===== config.mk =====
export PLATFORM = sky130hd
export DESIGN_NAME = mem_arbiter
export DESIGN_NICKNAME = d
export VERILOG_FILES = /design/src/rtl/mem_arbiter_pkg.sv /design/src/rtl/mem_split_fsm.sv /design/src/rtl/mem_arbiter.sv
export SDC_FILE = /design/constraint.sdc
export NUM_CORES = 1
export LEC_CHECK = 0
export CAP_MARGIN = 10
export CORE_MARGIN = 2
export CORE_UTILIZATION = 50
export DETAILED_ROUTE_END_ITERATION = 10
export PLACE_DENSITY = 0.82
export SLEW_MARGIN = 20
export SYNTH_ARGS = -nofsm -noshare
export SYNTH_HDL_FRONTEND = slang
export SYNTH_SLANG_ARGS = --single-unit
export TNS_END_PERCENT = 30

===== constraint.sdc =====
create_clock -name clk -period 9.85 [get_ports clk]
set_input_delay 1.4775 -clock clk [delete_from_list [all_inputs] [get_ports clk]]
set_output_delay 1.4775 -clock clk [all_outputs]
set_load 0.005 [all_outputs]

===== src/rtl/mem_arbiter_pkg.sv =====
// Shared types for the RAM arbiter: FSM state encodings, requester ownership, defaults.
package mem_arbiter_pkg;

    localparam int ADDR_W_DEF     = 20;
    localparam int STARVE_MAX_DEF = 4;

    typedef enum logic {
        RD_IDLE  = 1'b0,
        RD_SPLIT = 1'b1
    } rd_state_t;

    typedef enum logic {
        WR_IDLE  = 1'b0,
        WR_SPLIT = 1'b1
    } wr_state_t;

    typedef enum logic {
        OWN_IF = 1'b0,
        OWN_EU = 1'b1
    } owner_t;

    function automatic logic [15:0] zext_byte(input logic [7:0] b);
        return {8'h00, b};
    endfunction

endpackage


===== src/rtl/mem_split_fsm.sv =====
// Sequences one RAM port: single cycle for aligned/byte access, lo byte then hi byte (addr+1) for odd words.
// Start is ignored while the hi-byte cycle is in progress; the owner must not grant then.
module mem_split_fsm #(
    parameter int ADDR_W = 20
) (
    input  logic              clk,
    input  logic              rst,
    input  logic              i_start,
    input  logic              i_split,
    input  logic [ADDR_W-1:0] i_addr,
    output logic              o_busy,
    output logic              o_en,
    output logic [ADDR_W-1:0] o_addr,
    output logic              o_lo,
    output logic              o_hi,
    output logic              o_last
);

    localparam logic S_IDLE = 1'b0;
    localparam logic S_HI   = 1'b1;

    logic              r_state;
    logic              w_state_nxt;
    logic [ADDR_W-1:0] r_hi_addr;

    always_ff @(posedge clk) begin
        if (rst) begin
            r_state <= S_IDLE;
        end else begin
            r_state <= w_state_nxt;
        end
    end

    // Increment wraps naturally at the top of the address space.
    always_ff @(posedge clk) begin
        if (rst) begin
            r_hi_addr <= '0;
        end else if (r_state == S_IDLE && i_start) begin
            r_hi_addr <= i_addr + ADDR_W'(1);
        end
    end

    always_comb begin
        w_state_nxt = r_state;
        case (r_state)
            S_IDLE:  if (i_start && i_split) w_state_nxt = S_HI;
            S_HI:    w_state_nxt = S_IDLE;
            default: w_state_nxt = S_IDLE;
        endcase
    end

    always_comb begin
        o_en   = 1'b0;
        o_addr = i_addr;
        o_lo   = 1'b0;
        o_hi   = 1'b0;
        o_last = 1'b0;
        case (r_state)
            S_IDLE: begin
                o_en   = i_start;
                o_lo   = i_start & i_split;
                o_last = i_start & ~i_split;
            end
            S_HI: begin
                o_en   = 1'b1;
                o_addr = r_hi_addr;
                o_hi   = 1'b1;
                o_last = 1'b1;
            end
            default: ;
        endcase
    end

    assign o_busy = r_state;

endmodule


===== src/rtl/mem_arbiter.sv =====
// Shares a 1R/1W byte RAM between fetch (read-only) and EU; read data 1 cycle (odd word 2), write done 1 cycle (odd word 2).
// Requests are held until gnt; EU read wins the read port unless fetch has lost STARVE_MAX times in a row.
module mem_arbiter
    import mem_arbiter_pkg::*;
#(
    parameter int ADDR_W     = ADDR_W_DEF,
    parameter int STARVE_MAX = STARVE_MAX_DEF
) (
    input  logic              clk,
    input  logic              rst,
    input  logic              if_req,
    input  logic [ADDR_W-1:0] if_addr,
    output logic              if_gnt,
    output logic              if_rvalid,
    output logic [15:0]       if_rdata,
    input  logic              eu_req,
    input  logic              eu_we,
    input  logic              eu_w,
    input  logic [ADDR_W-1:0] eu_addr,
    input  logic [15:0]       eu_wdata,
    output logic              eu_gnt,
    output logic              eu_rvalid,
    output logic [15:0]       eu_rdata,
    output logic              eu_wdone,
    output logic              ram_rd_en,
    output logic              ram_rd_we,
    output logic [ADDR_W-1:0] ram_rd_addr,
    input  logic [15:0]       ram_rd_data,
    output logic              ram_wr_en,
    output logic              ram_wr_we,
    output logic [ADDR_W-1:0] ram_wr_addr,
    output logic [15:0]       ram_wr_data
);

    localparam int CNT_W = $clog2(STARVE_MAX + 1);

    rd_state_t         w_rd_state;
    wr_state_t         w_wr_state;
    logic              w_rd_busy;
    logic              w_wr_busy;

    owner_t            r_rd_owner;
    logic [CNT_W-1:0]  r_starve;
    logic [7:0]        r_rd_lo;
    logic [7:0]        r_wr_hi;
    logic              r_if_rvalid;
    logic              r_eu_rvalid;
    logic              r_eu_wdone;
    logic [15:0]       r_if_rdata;
    logic [15:0]       r_eu_rdata;

    logic              w_rd_idle;
    logic              w_eu_blocked;
    logic              w_if_rd_req;
    logic              w_eu_rd_req;
    logic              w_starved;
    logic              w_if_rd_gnt;
    logic              w_eu_rd_gnt;
    logic              w_eu_wr_gnt;

    logic              w_rd_start;
    owner_t            w_rd_own;
    logic [ADDR_W-1:0] w_rd_addr_in;
    logic              w_rd_word;
    logic              w_rd_split_in;
    logic              w_rd_en;
    logic [ADDR_W-1:0] w_rd_addr;
    logic              w_rd_lo;
    logic              w_rd_hi;
    logic              w_rd_last;
    owner_t            w_cpl_owner;
    logic [15:0]       w_cpl_data;

    logic              w_wr_split_in;
    logic              w_wr_en;
    logic [ADDR_W-1:0] w_wr_addr;
    logic              w_wr_lo;
    logic              w_wr_hi;
    logic              w_wr_last;

    assign w_rd_state = rd_state_t'(w_rd_busy);
    assign w_wr_state = wr_state_t'(w_wr_busy);

    // ---------------- arbitration ----------------
    // EU has one transaction in flight: block it during its own split read or any split write.
    assign w_rd_idle    = (w_rd_state == RD_IDLE);
    assign w_eu_blocked = ((w_rd_state == RD_SPLIT) && (r_rd_owner == OWN_EU))
                        || (w_wr_state == WR_SPLIT);
    assign w_if_rd_req  = ~rst & if_req & w_rd_idle;
    assign w_eu_rd_req  = ~rst & eu_req & ~eu_we & ~w_eu_blocked & w_rd_idle;
    assign w_starved    = (r_starve == CNT_W'(STARVE_MAX));
    assign w_eu_rd_gnt  = w_eu_rd_req & ~(w_starved & w_if_rd_req);
    assign w_if_rd_gnt  = w_if_rd_req & ~w_eu_rd_gnt;
    assign w_eu_wr_gnt  = ~rst & eu_req & eu_we & ~w_eu_blocked;

    assign if_gnt = w_if_rd_gnt;
    assign eu_gnt = w_eu_rd_gnt | w_eu_wr_gnt;

    always_ff @(posedge clk) begin
        if (rst) begin
            r_starve <= '0;
        end else if (w_if_rd_gnt) begin
            r_starve <= '0;
        end else if (w_if_rd_req && !w_starved) begin
            r_starve <= r_starve + CNT_W'(1);
        end
    end

    // ---------------- read port ----------------
    assign w_rd_start    = w_if_rd_gnt | w_eu_rd_gnt;
    assign w_rd_own      = w_eu_rd_gnt ? OWN_EU : OWN_IF;
    assign w_rd_addr_in  = w_eu_rd_gnt ? eu_addr : if_addr;
    assign w_rd_word     = w_eu_rd_gnt ? eu_w : 1'b1;
    assign w_rd_split_in = w_rd_word & w_rd_addr_in[0];

    mem_split_fsm #(.ADDR_W(ADDR_W)) u_rd_fsm (
        .clk     (clk),
        .rst     (rst),
        .i_start (w_rd_start),
        .i_split (w_rd_split_in),
        .i_addr  (w_rd_addr_in),
        .o_busy  (w_rd_busy),
        .o_en    (w_rd_en),
        .o_addr  (w_rd_addr),
        .o_lo    (w_rd_lo),
        .o_hi    (w_rd_hi),
        .o_last  (w_rd_last)
    );

    assign ram_rd_en   = w_rd_en & ~rst;
    assign ram_rd_we   = w_rd_start & w_rd_word & ~w_rd_split_in;
    assign ram_rd_addr = w_rd_addr;
    assign w_cpl_owner = w_rd_hi ? r_rd_owner : w_rd_own;

    // Byte-mode RAM reads leave [15:8] undriven, so only the low lane is ever used there.
    always_comb begin
        w_cpl_data = zext_byte(ram_rd_data[7:0]);
        if (w_rd_hi) begin
            w_cpl_data = {ram_rd_data[7:0], r_rd_lo};
        end else if (ram_rd_we) begin
            w_cpl_data = ram_rd_data;
        end
    end

    always_ff @(posedge clk) begin
        if (rst) begin
            r_if_rvalid <= 1'b0;
            r_eu_rvalid <= 1'b0;
            r_if_rdata  <= '0;
            r_eu_rdata  <= '0;
            r_rd_lo     <= '0;
            r_rd_owner  <= OWN_IF;
        end else begin
            r_if_rvalid <= w_rd_last && (w_cpl_owner == OWN_IF);
            r_eu_rvalid <= w_rd_last && (w_cpl_owner == OWN_EU);
            if (w_rd_last && w_cpl_owner == OWN_IF) r_if_rdata <= w_cpl_data;
            if (w_rd_last && w_cpl_owner == OWN_EU) r_eu_rdata <= w_cpl_data;
            if (w_rd_lo) begin
                r_rd_lo    <= ram_rd_data[7:0];
                r_rd_owner <= w_rd_own;
            end
        end
    end

    assign if_rvalid = r_if_rvalid;
    assign if_rdata  = r_if_rdata;
    assign eu_rvalid = r_eu_rvalid;
    assign eu_rdata  = r_eu_rdata;

    // ---------------- write port ----------------
    assign w_wr_split_in = eu_w & eu_addr[0];

    mem_split_fsm #(.ADDR_W(ADDR_W)) u_wr_fsm (
        .clk     (clk),
        .rst     (rst),
        .i_start (w_eu_wr_gnt),
        .i_split (w_wr_split_in),
        .i_addr  (eu_addr),
        .o_busy  (w_wr_busy),
        .o_en    (w_wr_en),
        .o_addr  (w_wr_addr),
        .o_lo    (w_wr_lo),
        .o_hi    (w_wr_hi),
        .o_last  (w_wr_last)
    );

    assign ram_wr_en   = w_wr_en & ~rst;
    assign ram_wr_we   = w_eu_wr_gnt & eu_w & ~eu_addr[0];
    assign ram_wr_addr = w_wr_addr;

    always_comb begin
        ram_wr_data = zext_byte(eu_wdata[7:0]);
        if (w_wr_hi) begin
            ram_wr_data = zext_byte(r_wr_hi);
        end else if (ram_wr_we) begin
            ram_wr_data = eu_wdata;
        end
    end

    always_ff @(posedge clk) begin
        if (rst) begin
            r_wr_hi    <= '0;
            r_eu_wdone <= 1'b0;
        end else begin
            r_eu_wdone <= w_wr_last;
            if (w_wr_lo) r_wr_hi <= eu_wdata[15:8];
        end
    end

    assign eu_wdone = r_eu_wdone;

endmodule


==> impl_metrics.json <==
{
  "status": "finished, final reports clean",
  "cts_setup_buffers": 0,
  "cts_buffers": 9,
  "hold_end": "u_wr_fsm.r_hi_addr[1]",
  "ys_async_sr_fraction_pct": 0,
  "leakage_nw": 2.64,
  "whs_path_depth": 2,
  "cts_tree": "built",
  "initialDrtViolationCount": 310,
  "routed_wl_um": 17500,
  "clk_latency_ns": 0.38,
  "p_int_uw": 632,
  "final_antenna_net_count": 0,
  "firstDrtPassIters": 8,
  "fmax_mhz": 174,
  "worstPathRequired_ns": 8.37,
  "synth_nets": 743,
  "portBuffers": 174,
  "power_frac_clock_pct": 29.1,
  "post-route-period-util_pct": 58.5,
  "nNetsFinal": 882,
  "fin_setup_tns_ns": 0,
  "reg2reg_to": "u_rd_fsm.r_hi_addr[14]",
  "netSwitchingFraction_pct": 30.8,
  "netlist_area_sq_um": 5410,
  "core-area_sq_um": 10400,
  "routed_via_density": 5.90,
  "drv_cap": 0,
  "drc": 0,
  "crit_chain": "buf_2 -> buf_4 -> nor2_1 -> nand3_1 -> buf_4 -> mux2_2 -> mux2_2 -> clkdlybuf4s50_1",
  "cts_resized": 0,
  "die_y_um": 108,
  "ios": 175,
  "layout_commonest_cell": "clkdlybuf4s50_1",
  "synth_flop_cell": "dfxtp_1",
  "hpwl_um": 12800,
  "clockBufferDepth": 2,
  "place_area_sq_um": 7170,
  "cts.clk_slew.worst_paths_ns": 0.10,
  "path_class": "in -> out",
  "insertedDiodeCount": 0,
  "start_util_pct": 52.0,
  "crit_slowest_cell": "buf_4",
  "pwr-share-seq_pct": 47.3,
  "root_buffer": "clkbuf_8",
  "r2r_slack_ns": 5.77,
  "switching_power_uw": 281,
  "critPathLaunchType": "input pin",
  "rows": 37,
  "cp_num_buf_inv": 4,
  "skew_ns": 0.00895,
  "slew_headroom_pct": 26.7,
  "layout-drive-gt1-share_pct": 10.4,
  "postCtsHoldBufs": 0,
  "fill_cells": 848,
  "grt_max_degree": 55,
  "rsz0062_at_grt": "false",
  "grt_pass1_vias": 5460,
  "hold_path_startpoint": "u_wr_fsm.r_hi_addr[1]",
  "synthCells": 661,
  "yosysUniqueCellTypes": 50,
  "grt_overflow_total": 0,
  "antenna_found_initial": 0,
  "path_delay_family": "buffers and inverters",
  "worstSetupEndpointType": "output pin",
  "wl_per_cell_um": 18.6,
  "r2r_start": "u_rd_fsm.o_busy",
  "yosys_warnings": 0,
  "synth.avg_cell_area_sq_um": 8.19,
  "layout.cell_area.non_filler_sq_um": 7390,
  "cp_slowest_stage_delay_ns": 0.48,
  "arrival_ns": 4.28,
  "grt_pass1_wl_um": 27400,
  "dieArea_sq_um": 11700,
  "cp_max_fo": 54,
  "gp_congestion": 0.965,
  "powerDensity_nw_per_um2": 123,
  "fin_crit_ns": 5.76,
  "chipWidth_um": 108,
  "slew_violations": 0,
  "max-vdd-ir-drop_uv": 98.8,
  "layout_common_cells": "clkdlybuf4s50_1 (173), dfxtp_1 (96), nand2_1 (59)",
  "tightest_slew_ns": 1.10,
  "ys_ff_latch": 97,
  "setup_viol": 0,
  "grt_usage_pct": 29.7,
  "min_path_type": "reg -> reg",
  "num_vias": 5548,
  "synth_edf_count": 0,
  "syn_to_final_growth_pct": 36.5,
  "p_comb_share_pct": 23.6,
  "clock_sinks": 97,
  "h-tree-depth": 3,
  "hold_violations": 0,
  "ys_seq_area_share_pct": 35.9,
  "r2r_cells": 10
}
metal layers:
layer / vias up / global-route usage, % / share of wire, %
met5: - / 0 / 0
met4: 0 / 12.8 / 2.8
met1: 2616 / 36.2 / 41
li1: 2649 / - / -
met2: 240 / 51.2 / 49
met3: 43 / 5.67 / 7.4
synth_stat cells, types with 5 or more instances:
library cell,instances,area (sq um)
o211ai_1,7,52.6
mux2_2,48,541
xnor2_1,15,131
a211oi_1,16,120
nand3_1,45,225
nor4_1,9,56.3
and2_1,12,75.1
a21oi_1,42,210
xor2_1,13,114
nor3_1,14,70.1
nand2_1,59,221
inv_1,14,52.6
dfxtp_1,97,1940
o21ai_0,56,280
and3_1,7,43.8
nor2_1,50,188
mux2i_1,32,320
buf_2,5,25.0
clkbuf_1,44,165
a22oi_1,9,67.6
nand4_1,16,100
worst max-delay path by stage:
stage | endpoint | slack, ns | cells after the start | startpoint
after floorplan | ram_rd_addr[0] | 5.29 | 8 | rst
after global placement | ram_rd_addr[12] | 4.19 | 7 | eu_req
after detailed placement | ram_rd_addr[12] | 4.14 | 8 | rst
after CTS | ram_rd_addr[12] | 4.13 | 7 | eu_req
after global routing | ram_rd_addr[12] | 3.91 | 8 | rst
final | ram_rd_addr[12] | 4.09 | 8 | rst
power by group through the flow:
| stage | logic [mW] | registers (mW) | clock network [mW] |
|---|---|---|---|
| global placement | 0.207 | 0.439 | 0 |
| detailed placement | 0.212 | 0.440 | 0 |
| floorplan | 0.0988 | 0.434 | 0 |
| CTS | 0.214 | 0.431 | 0.269 |
| global route | 0.231 | 0.434 | 0.283 |
| finish | 0.215 | 0.432 | 0.266 |
stage by stage:
step | util [%] | power, mW | hold WS (ns) | cells | setup slack [ns]
floorplan | - | 0.533 | 0.431 | 661 | 5.29
CTS | 70.8 | 0.914 | 0.463 | 941 | 4.13
finish | 70.9 | 0.913 | 0.462 | 941 | 4.09
global route | 70.9 | 0.948 | 0.485 | 941 | 3.91
detailed placement | 68.9 | 0.652 | 0.447 | 925 | 4.14
global placement | 68.9 | 0.646 | 0.443 | 925 | 4.19
worst register-to-register path: stages, from the launching register on:
cell and delay (ns):
dfxtp_2 0.67, or2_2 0.53, nor3_4 0.74, nand2_1 0.12, nand2_1 0.14, ha_1 0.37
inv_1 0.14, nor4_1 0.33, mux2i_1 0.25, or4_1 0.53, a31oi_1 0.18
logic make-up after synthesis:
group / synth area share [%]
multiplexers: 15.9
flip-flops: 35.9
AND/OR/NAND/NOR: 20.8
AO/OA/AOI/OAI: 17.0
XOR/XNOR: 4.53
buffers and inverters: 5.04
adder cells (fa/ha/maj): 0.924
final cells by class:
class | instances | area [sq um] | share of cell area, %
sequential | 97 | 1940 | 26.3
inverter | 16 | 60.1 | 0.813
clock buffer | 9 | 124 | 1.68
timing repair buffer | 181 | 1790 | 24.2
clock inverter | 7 | 81.3 | 1.10
multi-input combinational | 495 | 3220 | 43.6
tap | 136 | 170 | 2.30
flip-flops by register name (all words and copies together), names as in the netlist, 3 cells and up:
signal / count
u_rd_fsm.r_hi_addr: 20
u_wr_fsm.r_hi_addr: 20
eu_rdata: 16
if_rdata: 16
r_rd_lo: 8
r_wr_hi: 8
r_starve: 3
No activity file was read; power rests on OpenSTA's default activity.
